### config.mk
export PLATFORM = sky130hd
export DESIGN_NAME = coproc_wb_arbiter_flat
export DESIGN_NICKNAME = d
export VERILOG_FILES = /design/src/rtl/coproc_wb_arbiter_if.sv /design/src/rtl/coproc_wb_arbiter.sv /design/src/flat_wrapper.sv
export SDC_FILE = /design/constraint.sdc
export NUM_CORES = 1
export LEC_CHECK = 0
export CAP_MARGIN = 20
export CORE_MARGIN = 2
export CORE_UTILIZATION = 30
export CTS_BUF_LIST = sky130_fd_sc_hd__clkbuf_4 sky130_fd_sc_hd__clkbuf_8
export DETAILED_ROUTE_END_ITERATION = 10
export PLACE_DENSITY = 0.64
export SYNTH_ARGS = -nofsm -noshare
export SYNTH_HDL_FRONTEND = slang
export SYNTH_SLANG_ARGS = --single-unit
### constraint.sdc
create_clock -name CLK -period 13.9 [get_ports CLK]
set_input_delay 3.475 -clock CLK [delete_from_list [all_inputs] [get_ports CLK]]
set_output_delay 3.475 -clock CLK [all_outputs]
set_load 0.05 [all_outputs]
### src/rtl/coproc_wb_arbiter_if.sv
// ---------------------------------------------------------------------------
// coproc_wb_arbiter_if
//
// Bundles every signal around the register-file write-back arbiter except
// clock and reset.
//
//   Core write-back side : core_we, core_addr, core_data
//   Coprocessor side     : cp_req, cp_ready, cp_base, cp_nwords, cp_result,
//                          cp_done, cp_err, busy, stall_cnt
//   Register file side   : rf_we, rf_addr, rf_data
//
// Modports:
//   slave  - the arbiter itself (consumes requests, produces rf_* writes)
//   master - the surrounding pipeline / coprocessors / testbench
// ---------------------------------------------------------------------------
interface coproc_wb_arbiter_if #(
    parameter int XLEN      = 32,
    parameter int MAX_WORDS = 8,
    parameter int CNT_W     = 8
);
    logic                      core_we;
    logic [4:0]                core_addr;
    logic [XLEN-1:0]           core_data;

    logic                      cp_req;
    logic                      cp_ready;
    logic [4:0]                cp_base;
    logic [3:0]                cp_nwords;
    logic [XLEN*MAX_WORDS-1:0] cp_result;

    logic                      rf_we;
    logic [4:0]                rf_addr;
    logic [XLEN-1:0]           rf_data;

    logic                      cp_done;
    logic                      cp_err;
    logic                      busy;
    logic [CNT_W-1:0]          stall_cnt;

    modport slave (
        input  core_we, core_addr, core_data,
        input  cp_req, cp_base, cp_nwords, cp_result,
        output cp_ready, rf_we, rf_addr, rf_data,
        output cp_done, cp_err, busy, stall_cnt
    );

    modport master (
        output core_we, core_addr, core_data,
        output cp_req, cp_base, cp_nwords, cp_result,
        input  cp_ready, rf_we, rf_addr, rf_data,
        input  cp_done, cp_err, busy, stall_cnt
    );
endinterface

### src/rtl/coproc_wb_arbiter.sv
// ---------------------------------------------------------------------------
// coproc_wb_arbiter
//
// Shares the register file's single write port between the core write-back
// stage and wide-result coprocessors. A coprocessor result (up to MAX_WORDS
// words of XLEN bits) is captured in one handshake and then drained one word
// per free port cycle to registers base, base+1, ... (mod 32). The core
// always wins the port; every cycle the coprocessor loses is counted in a
// saturating stall counter.
//
// Ports:
//   CLK  - system clock
//   RST  - asynchronous reset, active-high
//   bus  - coproc_wb_arbiter_if.slave
//            core_we/core_addr/core_data    core write-back request
//            cp_req/cp_ready                result handshake
//            cp_base/cp_nwords/cp_result    captured result descriptor
//            rf_we/rf_addr/rf_data          registered register-file write
//            cp_done/cp_err                 completion pulses
//            busy                           transfer in progress
//            stall_cnt                      cycles denied in current/last transfer
// ---------------------------------------------------------------------------
module coproc_wb_arbiter #(
    parameter int XLEN      = 32,
    parameter int MAX_WORDS = 8,
    parameter int CNT_W     = 8
) (
    input  logic                CLK,
    input  logic                RST,
    coproc_wb_arbiter_if.slave  bus
);

    localparam int         IDX_W = (MAX_WORDS > 1) ? $clog2(MAX_WORDS) : 1;
    localparam logic [3:0] MAX_N = 4'(MAX_WORDS);

    typedef enum logic [1:0] {
        IDLE,
        WRITE,
        DONE
    } state_t;

    state_t                    state_q, state_n;
    logic [XLEN*MAX_WORDS-1:0] res_q, res_n;
    logic [4:0]                base_q, base_n;
    logic [3:0]                nwords_q, nwords_n;
    logic [IDX_W-1:0]          idx_q, idx_n;
    logic [CNT_W-1:0]          stall_q, stall_n;

    logic                      rf_we_q, rf_we_n;
    logic [4:0]                rf_addr_q, rf_addr_n;
    logic [XLEN-1:0]           rf_data_q, rf_data_n;
    logic                      done_q, done_n;
    logic                      err_q, err_n;

    logic [4:0]                word_addr;
    logic                      last_word;
    logic                      n_legal;

    // Destination of the pending word wraps naturally in 5 bits, so a
    // transfer starting near x31 continues at x0, x1, ...
    always_comb begin
        word_addr = base_q + 5'(idx_q);
        last_word = (4'(idx_q) == (nwords_q - 4'd1));
        n_legal   = (bus.cp_nwords != 4'd0) && (bus.cp_nwords <= MAX_N);
    end

    // Next-state and output decode. rf_addr/rf_data keep their last value
    // whenever nothing is granted, including a suppressed x0 word.
    always_comb begin
        state_n   = state_q;
        res_n     = res_q;
        base_n    = base_q;
        nwords_n  = nwords_q;
        idx_n     = idx_q;
        stall_n   = stall_q;
        rf_we_n   = 1'b0;
        rf_addr_n = rf_addr_q;
        rf_data_n = rf_data_q;
        done_n    = 1'b0;
        err_n     = 1'b0;

        // The core path is independent of the state: it always owns the port.
        if (bus.core_we) begin
            rf_we_n   = 1'b1;
            rf_addr_n = bus.core_addr;
            rf_data_n = bus.core_data;
        end

        case (state_q)
            IDLE: begin
                if (bus.cp_req) begin
                    res_n    = bus.cp_result;
                    base_n   = bus.cp_base;
                    nwords_n = bus.cp_nwords;
                    idx_n    = '0;
                    stall_n  = '0;
                    state_n  = n_legal ? WRITE : DONE;
                end
            end

            WRITE: begin
                if (bus.core_we) begin
                    if (stall_q != {CNT_W{1'b1}}) begin
                        stall_n = stall_q + 1'b1;
                    end
                end else begin
                    // x0 is hard-wired zero: the slot is consumed but not written.
                    if (word_addr != 5'd0) begin
                        rf_we_n   = 1'b1;
                        rf_addr_n = word_addr;
                        rf_data_n = res_q[XLEN*idx_q +: XLEN];
                    end
                    if (last_word) begin
                        done_n  = 1'b1;
                        state_n = IDLE;
                    end else begin
                        idx_n = idx_q + 1'b1;
                    end
                end
            end

            DONE: begin
                done_n  = 1'b1;
                err_n   = 1'b1;
                state_n = IDLE;
            end

            default: begin
                state_n = IDLE;
            end
        endcase
    end

    // Reset abandons any in-flight transfer without a completion pulse.
    always_ff @(posedge CLK or posedge RST) begin
        if (RST) begin
            state_q   <= IDLE;
            res_q     <= '0;
            base_q    <= '0;
            nwords_q  <= '0;
            idx_q     <= '0;
            stall_q   <= '0;
            rf_we_q   <= 1'b0;
            rf_addr_q <= '0;
            rf_data_q <= '0;
            done_q    <= 1'b0;
            err_q     <= 1'b0;
        end else begin
            state_q   <= state_n;
            res_q     <= res_n;
            base_q    <= base_n;
            nwords_q  <= nwords_n;
            idx_q     <= idx_n;
            stall_q   <= stall_n;
            rf_we_q   <= rf_we_n;
            rf_addr_q <= rf_addr_n;
            rf_data_q <= rf_data_n;
            done_q    <= done_n;
            err_q     <= err_n;
        end
    end

    assign bus.cp_ready  = (state_q == IDLE);
    assign bus.busy      = (state_q != IDLE);
    assign bus.rf_we     = rf_we_q;
    assign bus.rf_addr   = rf_addr_q;
    assign bus.rf_data   = rf_data_q;
    assign bus.cp_done   = done_q;
    assign bus.cp_err    = err_q;
    assign bus.stall_cnt = stall_q;

endmodule

### src/flat_wrapper.sv
// flat-port wrapper written by rule: the top's interface ports become plain ports
module coproc_wb_arbiter_flat 
#(
    parameter int XLEN      = 32,
    parameter int MAX_WORDS = 8,
    parameter int CNT_W     = 8
)
  (CLK, RST, bus_core_we, bus_core_addr, bus_core_data, bus_cp_req, bus_cp_base, bus_cp_nwords, bus_cp_result, bus_cp_ready, bus_rf_we, bus_rf_addr, bus_rf_data, bus_cp_done, bus_cp_err, bus_busy, bus_stall_cnt);
  coproc_wb_arbiter_if #(.XLEN(XLEN), .MAX_WORDS(MAX_WORDS), .CNT_W(CNT_W)) bus_i ();
  input  logic CLK;
  input  logic RST;
  input wire logic [$bits(bus_i.core_we)-1:0] bus_core_we;
  input wire logic [$bits(bus_i.core_addr)-1:0] bus_core_addr;
  input wire logic [$bits(bus_i.core_data)-1:0] bus_core_data;
  input wire logic [$bits(bus_i.cp_req)-1:0] bus_cp_req;
  input wire logic [$bits(bus_i.cp_base)-1:0] bus_cp_base;
  input wire logic [$bits(bus_i.cp_nwords)-1:0] bus_cp_nwords;
  input wire logic [$bits(bus_i.cp_result)-1:0] bus_cp_result;
  output wire logic [$bits(bus_i.cp_ready)-1:0] bus_cp_ready;
  output wire logic [$bits(bus_i.rf_we)-1:0] bus_rf_we;
  output wire logic [$bits(bus_i.rf_addr)-1:0] bus_rf_addr;
  output wire logic [$bits(bus_i.rf_data)-1:0] bus_rf_data;
  output wire logic [$bits(bus_i.cp_done)-1:0] bus_cp_done;
  output wire logic [$bits(bus_i.cp_err)-1:0] bus_cp_err;
  output wire logic [$bits(bus_i.busy)-1:0] bus_busy;
  output wire logic [$bits(bus_i.stall_cnt)-1:0] bus_stall_cnt;
  assign bus_i.core_we = bus_core_we;
  assign bus_i.core_addr = bus_core_addr;
  assign bus_i.core_data = bus_core_data;
  assign bus_i.cp_req = bus_cp_req;
  assign bus_i.cp_base = bus_cp_base;
  assign bus_i.cp_nwords = bus_cp_nwords;
  assign bus_i.cp_result = bus_cp_result;
  assign bus_cp_ready = bus_i.cp_ready;
  assign bus_rf_we = bus_i.rf_we;
  assign bus_rf_addr = bus_i.rf_addr;
  assign bus_rf_data = bus_i.rf_data;
  assign bus_cp_done = bus_i.cp_done;
  assign bus_cp_err = bus_i.cp_err;
  assign bus_busy = bus_i.busy;
  assign bus_stall_cnt = bus_i.stall_cnt;
  coproc_wb_arbiter #(.XLEN(XLEN), .MAX_WORDS(MAX_WORDS), .CNT_W(CNT_W)) u_core (.CLK(CLK), .RST(RST), .bus(bus_i));
endmodule
==> results.md <==
* Status: finished, final reports clean
* YS warnings at 0
* Static Leakage at 8.023 nW
* Initial Util at 0.3042
* Top layer in use: met5
* Vias in the first global route at ~10000
* First-pass GRT wire length at roughly 61 mm
* CP Data Required Time at 14.41 ns
* Arrival time of the worst setup path at 6.65 ns
* Layout fillers at 4430
* Clock-pin slew on the worst setup and hold paths at 0.05 ns
* Initial antenna violation count at 6
* Worst setup path class: in -> reg
* Min-delay worst type: reg -> reg
* Post-synth EDFFs at 0
* Slew headroom at 0.3291
* Chip Height at 224.0 um
* H-tree levels at 2
* Hold Buf Count CTS at 0
* DR iter-0 viols at 398
* Wire length on met1 at ~16 mm
* IO Port Bufs at 355
* Cts bufs inserted at 56
* Horiz. Die Dim at 224.0 um
* Area grow syn2layout at 36.74%
* Total wire length at 38.98 mm
* Crit-path slowest cell: buf_4
* Least-Margin Pin Slew at 1.006 ns
* Fmax at 0.1626 GHz
* Synth Area in Adders at 0.009132
* Max_cap viols at 0
* Setup TNS at 0 ns
* CP max stage delay at 0.75 ns
* Die area at roughly 0.05 mm^2
* Core Rows at 80
* Ys async rst share at 1.000
* CP Max Fanout at 72
* Drt first pass iters at 4
* Multi-input logic area at approximately 0.0061 mm^2
* Final-stage net count at approximately 1600
* Endpoints failing setup at 0
* Remaining DRCs at 0
* CP cell instances: clkdlybuf4s50_1, nand2_4, buf_4, buf_4, mux2_2
* Layout cells sized above 1 at 0.3529
* Vias per cell at 4.733
* Met2 WL at 18.78 mm
* Synth unique cells at between 40 and 50
* CORE AREA at 0.04775 mm^2
* Mux contribution to synthesized area at 0.3311
* Synth Area in XOR/XNOR at 0.003015
* Avg Cell Area, Syn at 15.22 um^2
* CP most frequent cell: buf_4
* Fin. Hold Viols at 0
* IO Count at 356
* TritonCTS clock tree: done
* Synthesized flop and latch total at 318
* Met3 wire len at 3.035 mm
* CP Launch Type: primary input
* Flop2flop setup slack at 10.36 ns
* Placer Congestion at 0.7783
* Pwr dens at 205.4 mW/mm^2
* Mapped Cells at 954
* Register area at 0.007966 mm^2
* Post-CTS setup buffer count at 0
* Setup Skew at 0.01938 ns
* Crit path time final at 6.149 ns
* GRT Util Overall at 0.1572
* Synth Cell Area at 0.01452 mm^2
* Largest net degree at the start of global routing at roughly 110
* Grt total ovfl at 0
* Worst-Skew Late Latency at 0.62 ns
* Main combinational cell family by area after synthesis: multiplexers
* Ys flop type: dfrtp_1
* Worst vdd ir at 82.51 uV
* Hpwl dp at 26.50 mm
* Fraction of the yosys area taken by sequential cells at 0.5479
* CP endpoint kind: register
* Vias at roughly 9400
* RSZ-0062 raised after global routing: false
* Clock sinks at ~320
* Cts repair resizes at 0
* Post-synthesis compound-gate area fraction at 0.05031
* Slew Viols, Final at 0
* Cell family with most CP delay: buffers and inverters
* Util after Layout at 0.4160
* Root buf cell: clkbuf_8
* Clock Tree Buf Depth at 3
* Simple-Gate Fraction of Synth Area at 0.02257
* WL/cell at around 20 um
* CP bufs+invs at 3
* Synth Net Count at roughly 1300
* DRT antenna net count at 0
* Tcrit/Tclk final at 0.4424
stage by stage:
step	hold slack [ns]	power (mW)	cells	setup WS [ns]	area [um^2]
2_1_floorplan	0.4739	2.753	954	1.625	14520
3_3_place_gp	0.4820	3.148	1876	7.081	18610
3_5_place_dp	0.4881	3.198	1876	7.081	18610
4_1_cts	0.5012	4.138	1973	7.788	19800
5_1_grt	0.5083	4.339	1976	7.575	19860
6_report	0.4967	4.079	1977	7.751	19860
synthesized netlist by cell type (all sizes together) (3+ instances only):
| master | count | area, um^2 |
|---|---|---|
| dfrtp | 318 | 7958 |
| mux2 | 267 | 3007 |
| mux4 | 64 | 1441 |
| buf | 52 | 316.6 |
| inv | 47 | 176.4 |
| nand2 | 45 | 168.9 |
| mux2i | 36 | 360.4 |
| o221ai | 32 | 442.9 |
| o21ai | 14 | 73.82 |
| ha | 9 | 112.6 |
| clkbuf | 8 | 30.03 |
| nor3 | 8 | 45.04 |
| a21oi | 7 | 38.79 |
| nor2 | 6 | 22.52 |
| nand3 | 5 | 25.02 |
| a22oi | 3 | 22.52 |
| o211ai | 3 | 32.53 |
| o21a | 3 | 22.52 |
| xnor2 | 3 | 26.28 |
routing by layer:
layer,track usage,vias to the layer above
li1,-,4256
met4,0.05247,8
met2,0.2574,258
met3,0.05365,66
met1,0.1943,4770
met5,0,-
placed cells by master (no fill, tap or decap), types with 3 or more instances in the layout:
cell / n
mux2_2: 265
clkbuf_8: 69
o21ai_1: 3
nand3_1: 5
o221ai_2: 26
o21a_1: 3
inv_1: 45
nand2_1: 43
ha_1: 9
clkdlybuf4s50_1: 354
o221ai_1: 6
mux2i_1: 36
nor3_1: 7
clkinvlp_4: 3
xnor2_1: 3
a21oi_1: 6
mux4_2: 64
clkbuf_4: 15
nor2_1: 6
buf_4: 12
clkinv_2: 7
o21ai_0: 10
a22oi_1: 3
dfrtp_1: 315
worst reg2reg max path: stages (launching register included):
cell and delay [ns]:
dfrtp_1 0.38, inv_1 0.07, ha_1 0.28, nand2_4 0.75
buf_4 0.81, buf_4 0.71, mux2_2 0.44
logic make-up after synthesis:
| family | count (synthesis) |
|---|---|
| AOI/OAI and AO/OA | 73 |
| and+or+nand+nor | 74 |
| adders and majority gates | 10 |
| xor gates and xnor gates | 5 |
| DFF | 318 |
| buffers and inverters | 107 |
| muxes | 367 |
layout make-up:
class	instances	share of cell area
diodes	2	0.0002520
clock buffers	84	0.05349
clock inverters	13	0.006363
inverters	47	0.009261
multi-input cells	529	0.3048
flip-flops and latches	318	0.4011
well taps	615	0.03875
repair buffers	369	0.1860
path summary, 6_finish.rpt:
| check | end | depth (start not counted) | start |
|---|---|---|---|
| worst max register to register | u_core.res_q[112] | 6 | u_core.state_q[1] |
| worst max-delay path | u_core.res_q[112] | 5 | bus_cp_req |
| worst min register to register | u_core.res_q[134] | 1 | u_core.res_q[134] |
| min in group asynchronous | u_core.res_q[192] | 2 | RST |
| max in group asynchronous | u_core.bus.rf_data[23] | 5 | RST |
| worst min-delay path | u_core.res_q[134] | 1 | u_core.res_q[134] |
power breakdown:
| part | switching, mW | internal [mW] | total (mW) |
|---|---|---|---|
| Combinational | 0.692 | 0.853 | 1.55 |
| Sequential | 0.244 | 1.37 | 1.62 |
| Clock | 0.394 | 0.523 | 0.918 |
sequential cells by signal, indices dropped and copies added (netlist names):
| name | flops |
|---|---|
| u_core.nwords_q | 4 |
| u_core.bus.cp_done | 1 |
| u_core.bus.rf_addr | 5 |
| u_core.idx_q | 3 |
| u_core.state_q | 2 |
| u_core.base_q | 5 |
| u_core.res_q | 256 |
| u_core.bus.stall_cnt | 8 |
| u_core.bus.rf_we | 1 |
| u_core.bus.cp_err | 1 |
| u_core.bus.rf_data | 32 |
(Power assumes the default switching activity.)
